==> src/rtl/mmio_bus.sv <==
// Memory-mapped bus fabric: RAM/IO/unmapped decode, port registers, sticky error, Run conditioning.
// Define MMIO_READBACK_EN to make region-01 reads return port register contents.
module mmio_bus #(
    parameter int AW        = 9,
    parameter int DW        = 9,
    parameter int RAM_AW    = 7,
    parameter int NPORTS    = 4,
    parameter int DB_CYCLES = 16
) (
    input  logic                 Clock,
    input  logic                 Resetn,
    input  logic                 RunIn,
    output logic                 Run,
    input  logic [AW-1:0]        ADDR,
    input  logic [DW-1:0]        DOUT,
    input  logic                 W,
    output logic [DW-1:0]        DIN,
    output logic [RAM_AW-1:0]    ram_addr,
    output logic [DW-1:0]        ram_data,
    output logic                 ram_wren,
    input  logic [DW-1:0]        ram_q,
    output logic [NPORTS*DW-1:0] ports,
    output logic                 bus_err
);

    logic [1:0] region;
    logic [2:0] idx;
    logic       idx_ok;
    logic       io_wr;
    logic       err_wr;

    assign region = ADDR[AW-1:AW-2];
    assign idx    = ADDR[2:0];
    assign idx_ok = {1'b0, idx} < 4'(NPORTS);
    assign io_wr  = W && (region == 2'b01) && idx_ok;
    assign err_wr = W && (region[1] || ((region == 2'b01) && !idx_ok));

    assign ram_addr = ADDR[RAM_AW-1:0];
    assign ram_data = DOUT;
    assign ram_wren = W && (region == 2'b00);

    logic [NPORTS-1:0][DW-1:0] port_q;

    assign ports = port_q;

    always_ff @(posedge Clock or negedge Resetn) begin
        if (!Resetn) begin
            port_q  <= '0;
            bus_err <= 1'b0;
        end else begin
            for (int i = 0; i < NPORTS; i++) begin
                if (io_wr && (idx == 3'(i))) port_q[i] <= DOUT;
            end
            if (err_wr) bus_err <= 1'b1;
        end
    end

    // Read data is registered to line up with the RAM's one-cycle latency.
    logic [1:0] sel_q;

`ifdef MMIO_READBACK_EN
    logic [DW-1:0] rb_d;
    logic [DW-1:0] rb_q;

    always_comb begin
        rb_d = '0;
        for (int i = 0; i < NPORTS; i++) begin
            if ((region == 2'b01) && (idx == 3'(i))) rb_d = port_q[i];
        end
    end

    always_ff @(posedge Clock or negedge Resetn) begin
        if (!Resetn) begin
            sel_q <= 2'b11;
            rb_q  <= '0;
        end else begin
            sel_q <= region;
            rb_q  <= rb_d;
        end
    end

    always_comb begin
        case (sel_q)
            2'b00:   DIN = ram_q;
            2'b01:   DIN = rb_q;
            default: DIN = '0;
        endcase
    end
`else
    always_ff @(posedge Clock or negedge Resetn) begin
        if (!Resetn) sel_q <= 2'b11;
        else         sel_q <= region;
    end

    assign DIN = (sel_q == 2'b00) ? ram_q : '0;
`endif

    logic s1;
    logic s2;

    always_ff @(posedge Clock or negedge Resetn) begin
        if (!Resetn) begin
            s1 <= 1'b0;
            s2 <= 1'b0;
        end else begin
            s1 <= RunIn;
            s2 <= s1;
        end
    end

    generate
        if (DB_CYCLES == 0) begin : g_nodb
            always_ff @(posedge Clock or negedge Resetn) begin
                if (!Resetn) Run <= 1'b0;
                else         Run <= s2;
            end
        end else begin : g_db
            localparam int CW = (DB_CYCLES > 1) ? $clog2(DB_CYCLES) : 1;
            logic [CW-1:0] cnt;

            always_ff @(posedge Clock or negedge Resetn) begin
                if (!Resetn) begin
                    Run <= 1'b0;
                    cnt <= '0;
                end else if (s2 == Run) begin
                    cnt <= '0;
                end else if (cnt == CW'(DB_CYCLES - 1)) begin
                    Run <= s2;
                    cnt <= '0;
                end else begin
                    cnt <= cnt + CW'(1);
                end
            end
        end
    endgenerate

endmodule

==> config.mk <==
export PLATFORM = sky130hd
export DESIGN_NAME = mmio_bus
export DESIGN_NICKNAME = d
export VERILOG_FILES = /design/src/rtl/mmio_bus.sv
export SDC_FILE = /design/constraint.sdc
export NUM_CORES = 1
export LEC_CHECK = 0
export CAP_MARGIN = 20
export CORE_UTILIZATION = 43
export DETAILED_ROUTE_END_ITERATION = 16
export GPL_ROUTABILITY_DRIVEN = 1
export GPL_TIMING_DRIVEN = 0
export PLACE_DENSITY = 0.86
export SLEW_MARGIN = 5
export SYNTH_ARGS = -nofsm -noshare
export SYNTH_HDL_FRONTEND = slang
export SYNTH_SLANG_ARGS = --single-unit
==> constraint.sdc <==
create_clock -name Clock -period 2.15 [get_ports Clock]
set_clock_uncertainty 0.2 [all_clocks]
set_input_delay 0.5375 -clock Clock [delete_from_list [all_inputs] [get_ports Clock]]
set_output_delay 0.5375 -clock Clock [all_outputs]
set_load 0.005 [all_outputs]
### Word level (Yosys, flattened, before mapping)

Cells that the tools add are included.

| word-level totals | value |
|---|---|
| output and inout port bits | 64 |
| input bits | 31 |
| register bits after elaboration | 46 |

| cells by class | value |
|---|---|
| equal/unequal tests | 6 |
| bitwise gates (word level) | 1 |
| muxes and demuxes | 3 |
| $add $sub $neg | 1 |
| magnitude comparators | 1 |
| reduce and logical (&&, ||, !) cells | 15 |

Operators by type and width:

| kind | count |
|---|---|
| 1-bit logical AND | 9 |
| 9-bit two-way mux | 1 |
| 4-bit two-way mux | 2 |
| 3-bit by 2-bit equality test with 1-bit output (second input constant) | 2 |
| 4-bit by 1-bit adder with 4-bit output (second input constant) | 1 |
| 4-bit equality test (second input constant) | 1 |
| 2-bit zero test | 2 |
| 3-bit by 1-bit equality test with 1-bit output (second input constant) | 1 |
| 3-bit zero test | 1 |
| 3-bit less-than comparator (second input constant) | 1 |
| 2-bit by 1-bit equality test with 1-bit output (second input constant) | 1 |
| 2-bit AND reduction | 1 |
| 1-bit equality test | 1 |
| 1-bit zero test | 1 |
| 1-bit logical OR | 1 |
| 1-bit NOT | 1 |

### Longest topological paths before layout

Gate-level depths: netlist (run 1).

| logic depth | value |
|---|---|
| depth in word-level cells | 5 |
| gate-level depth with buffers | 4 |

### Worst setup path after synthesis (run 1)

Ideal clock, no wire load.

| timing path | value |
|---|---|
| path kind | input -> register |
| start | input ADDR[2] |
| end | register port_q (netlist bit ports[27]) |
| path slack | 0.318 ns |
| path buffers | 1 |
| arrival | 1.507 ns |
| stages on the path | 4 |
| cells stage by stage | and4bb_4 and3_4 buf_6 mux2_2 |

| between the ends | value |
|---|---|
| longest elaborated chain between the ends | 3 |
| elaborated cells on any way between the ends | 4 |
| classes of those cells | order compare: 1; eq/ne: 1; reduce/logical: 2 |

RTL lines:

| item | RTL line | source |
|---|---|---|
| start, declared | 14 | `input logic [AW-1:0] ADDR,` |
| 3-bit less-than comparator | 34 | `assign idx_ok = {1'b0, idx} < 4'(NPORTS);` |
| 1-bit logical AND | 35 | `assign io_wr = W && (region == 2'b01) && idx_ok;` |
| 1-bit logical AND * | 52 | `if (io_wr && (idx == 3'(i))) port_q[i] <= DOUT;` |
| end signal, assigned | 48 | `port_q <= '0;` |
| end signal, assigned by index | 52 |  |
| end, declared | 42 | `logic [NPORTS-1:0][DW-1:0] port_q;` |

Mark *: on every way between the ends. The rest lies on a longest branch, timed or not.
A chain may end at the register's enable or synchronous reset.

### Final worst setup path (run 1)

| timing path | value |
|---|---|
| start | input DOUT[7] |
| end | output ram_data[7] |

RTL lines:

| item | RTL line | source |
|---|---|---|
| start, declared | 15 | `input logic [DW-1:0] DOUT,` |
| end, declared | 19 | `output logic [DW-1:0] ram_data,` |

No word-level cell between the ends.

==> flow_results.org, run 1 <==
** Timing
- Clock period minus final worst setup slack :: between 2 and 2.5 ns
- Maximum operating frequency :: 478.3 MHz
- Final-layout worst hold slack :: between 0.15 and 0.2 ns
- Setup repair after global routing left no endpoint under its margin.
- Worst relative slew slack :: 0.7585
- Max-slew violation total from the final report :: 0
- Setup violations remaining at the end of the flow were counted as 0.
- Share of the clock period used by the worst path after layout :: 0.9724
- Slew of the pin with the lowest slew margin :: 0.3597 ns
- The count of final hold-check violations was 0.

** Worst setup path
- STA classifies the critical path startpoint as an input pin.
- In this design, the stage delay of the slowest critical-path cell is between 0.4 and 0.5 ns.
- Critical path arrival :: 1.35 ns
- The slowest stage of the critical path belongs to the cell sky130_fd_sc_hd__clkdlybuf4s50_1.
- Tracing the worst setup path back leads to its startpoint at DOUT[7].
- At the worst endpoint, the required time is 1.41 ns.
- Cell Chain, Critical Path :: clkdlybuf4s15_2 > buf_4 > clkdlybuf4s50_1
- Of all nets on the critical path, the largest fanout is 5.
- The worst setup path is of the in -> out kind.
- Start of the worst register-to-register path :: g_db.cnt[0]
- Setup crit end kind :: output pin

** Routing
- Number of search-and-repair iterations in the first detailed-routing pass :: 4
- After the first detailed-routing iteration, the DRC count stood at 31.
- After detailed routing, the average wire length per cell comes to between 10 and 15 um.
- Summing over every cut layer, the via total after detailed routing is roughly 1,300.
- Using the TritonRoute via totals, the vias-per-cell ratio works out to about 4.8.
- The final layout contains routed wiring with a total length of around 4100 um.
- The detail route stage leaves a number of antenna-violating nets equal to 0.
- # DRC :: 0

** Yosys
- The synthesized netlist occupies a cell area of roughly 1900 um^2.
- During synthesis, Yosys emitted a total of 0 warnings.
- Top post-synthesis cells by area :: sky130_fd_sc_hd__dfrtp_1, sky130_fd_sc_hd__mux2_2, sky130_fd_sc_hd__buf_4
- Synthesis instantiated 23 different standard cells from the library.
- Adder-cell area share of the yosys netlist :: 0.006494
- Count of mapped cells out of synthesis :: approximately 130
- Of the post-synthesis cell area, the dominant cell type holds 0.5714.
- Largest family of logic cells by synthesized area :: multiplexers
- For this run, the register share of the synthesized area comes to 0.5987.
- Largest area contributor in the netlist :: sky130_fd_sc_hd__dfrtp_1
- The compound-cell area share of the yosys netlist was 0.02078.
- Syn nets :: approximately 160
- After synthesis the netlist holds a flip-flop and latch count of 46.
- Mux cell area share after synthesis :: 0.2162
- A synthesized cell averages about 15 um^2.
- Simple-gate portion of the synthesized area :: 0.07857
- Synth Area in XOR/XNOR :: 0.009091

** Floorplan
- Measured along the y axis, the die boundary spans around 69 um.
- Overall die width :: around 69 um
- The initialized floorplan defines 23 standard-cell rows.
- Die area :: ~4800 um^2
- Pin placement for this block handled 95 I/O pins.
- Effective utilization at floorplan :: 0.4650
- Core footprint :: slightly above 4000 um^2

** Placement
- The count of buffers added on input and output ports is 90.
- Once detailed placement completed, the half-perimeter wirelength came to about 3000 um.
- The congestion estimate from routability-driven global placement came to about 0.72.

** Global routing
- Number of antenna violations at the first check in global routing :: 0
- Entering global routing, the biggest net connects 40 pins.
- Vias in the first global route :: approximately 1,200
- Wire length of the first global-routing pass :: just over 6000 um
- Global routing finished with a remaining overflow of 0.
- For this run, the total global-route usage over all layers was measured as 0.1859.

** CTS
- The H-tree generated during clock tree synthesis spans 2 levels.
- CTS sink cnt :: 46
- For the worst-skew pair, the clock arrives at the later sink with an insertion delay of approximately 0.29 ns.
- Clock tree synthesis inserted a total of 5 buffers.
- CTS placed an instance of sky130_fd_sc_hd__clkbuf_8 at the clock tree root.
- CTS tree :: built
- Clock-pin transition on the worst setup and hold timing paths :: approximately 0.07 ns
- Clock buffer depth :: 2

** Finish
- Number of antenna diodes :: 0
- The layout has around 320 filler cells.
- In the final design database the tool counted approximately 260 nets.
- Layout overhead on the synthesized area :: 52.27%
- Of the cells placed in the final design, the portion with a size suffix greater than 1 is 0.3696.
- For this run, the share of the core covered by cells in the final layout is 0.7080.

** Flow run
- The tool flagged a number of max-cap violations equal to 0.

** Power and ir drop
- Max IR drop VDD :: around 0.61 mV
- For this design the ratio of total power to cell area is roughly 730 nW/um^2.
- Summed over all cells, the static leakage comes to ~1.4 nW.

** Min path
- Type of the tightest min-delay check :: reg -> reg
- Hold wc startpoint :: s1

** Outcome
- The run finished with clean final reports.
==> stage by stage <==
step	total power, mW	TNS, ns	setup slack, ns	instances	cell area (um^2)
6_report	2.132	0	0.05933	280	2934
2_1_floorplan	1.264	0	0.3177	131	1927
4_1_cts	2.160	0	0.001732	280	2984
5_1_grt	2.248	0	0.0003683	280	2934
3_5_place_dp	1.682	-12.03	-0.3352	272	2905
3_3_place_gp	1.665	-50.93	-0.8818	271	2890
==> critical path: cells and delay by family <==
kind                   cells  cell delay, ns
buffers and inverters      3            0.81
==> where the power goes <==
part           switching, mW  internal (mW)  leakage, nW
combinational          0.162          0.408        0.747
clock                  0.268          0.218       0.0438
sequential            0.0695           1.01        0.581
==> metal layers <==
| metal | up-vias | track usage | share of wire |
|---|---|---|---|
| met5 | - | 0 | 0 |
| met4 | 0 | 0.06122 | 0.012 |
| met3 | 6 | 0.09046 | 0.090 |
| met2 | 48 | 0.2961 | 0.50 |
| met1 | 647 | 0.2189 | 0.40 |
| li1 | 635 | - | - |
==> cells by family (layout without fill, tap and decap cells) <==
kind of cell               after synthesis  after routing
adders and majority gates                1              1
muxes                                   37             37
and+or+nand+nor                         21             21
xor gates and xnor gates                 2              2
DFF                                     46             46
buffers and inverters                   18            117
AOI/OAI and AO/OA                        6              6
==> sequential cells by signal, indices dropped and copies added, names as in the netlist <==
| name | flops |
|---|---|
| Run | 1 |
| bus_err | 1 |
| g_db.cnt | 4 |
| ports | 36 |
| s1 | 1 |
| s2 | 1 |
| sel_q | 2 |
==> cells in the mapped netlist <==
cell type / instances
sky130_fd_sc_hd__nand3_1: 1
sky130_fd_sc_hd__inv_1: 1
sky130_fd_sc_hd__dfstp_2: 2
sky130_fd_sc_hd__nor2b_1: 1
sky130_fd_sc_hd__a21o_1: 1
sky130_fd_sc_hd__nor2_1: 3
sky130_fd_sc_hd__ha_1: 1
sky130_fd_sc_hd__nand2_2: 1
sky130_fd_sc_hd__buf_6: 1
sky130_fd_sc_hd__and2_1: 9
sky130_fd_sc_hd__buf_4: 16
sky130_fd_sc_hd__xnor2_1: 2
sky130_fd_sc_hd__nor3b_1: 1
sky130_fd_sc_hd__a311oi_1: 1
sky130_fd_sc_hd__nand3b_2: 2
sky130_fd_sc_hd__and4bb_4: 1
sky130_fd_sc_hd__a21o_2: 1
sky130_fd_sc_hd__nand4b_1: 1
sky130_fd_sc_hd__and3_4: 1
sky130_fd_sc_hd__o21ai_0: 1
sky130_fd_sc_hd__dfrtp_1: 44
sky130_fd_sc_hd__a21oi_1: 2
sky130_fd_sc_hd__mux2_2: 37
==> final timing paths <==
check                              end  slack (ns)  depth (start not counted)
min                                 s2        0.17                          0
min reg2reg                         s2        0.17                          0
min in group asynchronous    ports[25]        0.42                          2
max reg2reg                        Run        0.72                          3
max in group asynchronous     sel_q[1]        0.81                          3
max                        ram_data[7]        0.06                          3
==> cells in the final DEF (no fill, tap or decap), drive strengths merged, types with 2 or more instances in the layout <==
| master | instances |
|---|---|
| a21o | 2 |
| a21oi | 2 |
| and2 | 9 |
| buf | 21 |
| clkbuf | 14 |
| clkdlybuf4s15 | 2 |
| clkdlybuf4s50 | 65 |
| clkinv | 2 |
| dfrtp | 44 |
| dfstp | 2 |
| dlygate4sd2 | 11 |
| mux2 | 37 |
| nand3b | 2 |
| nor2 | 3 |
| xnor2 | 2 |
==> area by class of cell <==
class / count / area [um^2] / area share
Timing Repair Buffer: 92 / 858.3 / 0.2925
Clock buffer: 5 / 68.82 / 0.02345
Multi-Input combinational cell: 67 / 645.6 / 0.2200
Buffer: 17 / 131.4 / 0.04478
Clock inverter: 2 / 10.01 / 0.003412
Tap cell: 50 / 62.56 / 0.02132
Inverter: 1 / 3.754 / 0.001279
Sequential cell: 46 / 1154 / 0.3932
==> repair_timing <==
item | CTS | global route
setup endpoints to repair | 22 | 11
hold buffers | 1 | 0
hold endpoints to repair | 7 | 0
setup buffers | 0 | 0
gates resized for setup | 42 | 11
Power figures use the tool's default switching activity.
==> run 2, diff against run 1 <==
--- a/config.mk
+++ b/config.mk
@@ -8,7 +8,7 @@
 export CAP_MARGIN = 20
 export CORE_UTILIZATION = 43
 export DETAILED_ROUTE_END_ITERATION = 16
-export GPL_ROUTABILITY_DRIVEN = 1
+export GPL_ROUTABILITY_DRIVEN = 0
 export GPL_TIMING_DRIVEN = 0
 export PLACE_DENSITY = 0.86
 export SLEW_MARGIN = 5
==> results of run 2 <==
The final DEF is identical to that of run 1; final timing and power are the same.
==> run 3, diff against run 2 <==
--- a/config.mk
+++ b/config.mk
@@ -5,6 +5,7 @@
 export SDC_FILE = /design/constraint.sdc
 export NUM_CORES = 1
 export LEC_CHECK = 0
+export ABC_CLOCK_PERIOD_IN_PS = 2150
 export CAP_MARGIN = 20
 export CORE_UTILIZATION = 43
 export DETAILED_ROUTE_END_ITERATION = 16
==> results of run 3 <==
The final DEF is identical to that of run 1; final timing and power are the same.
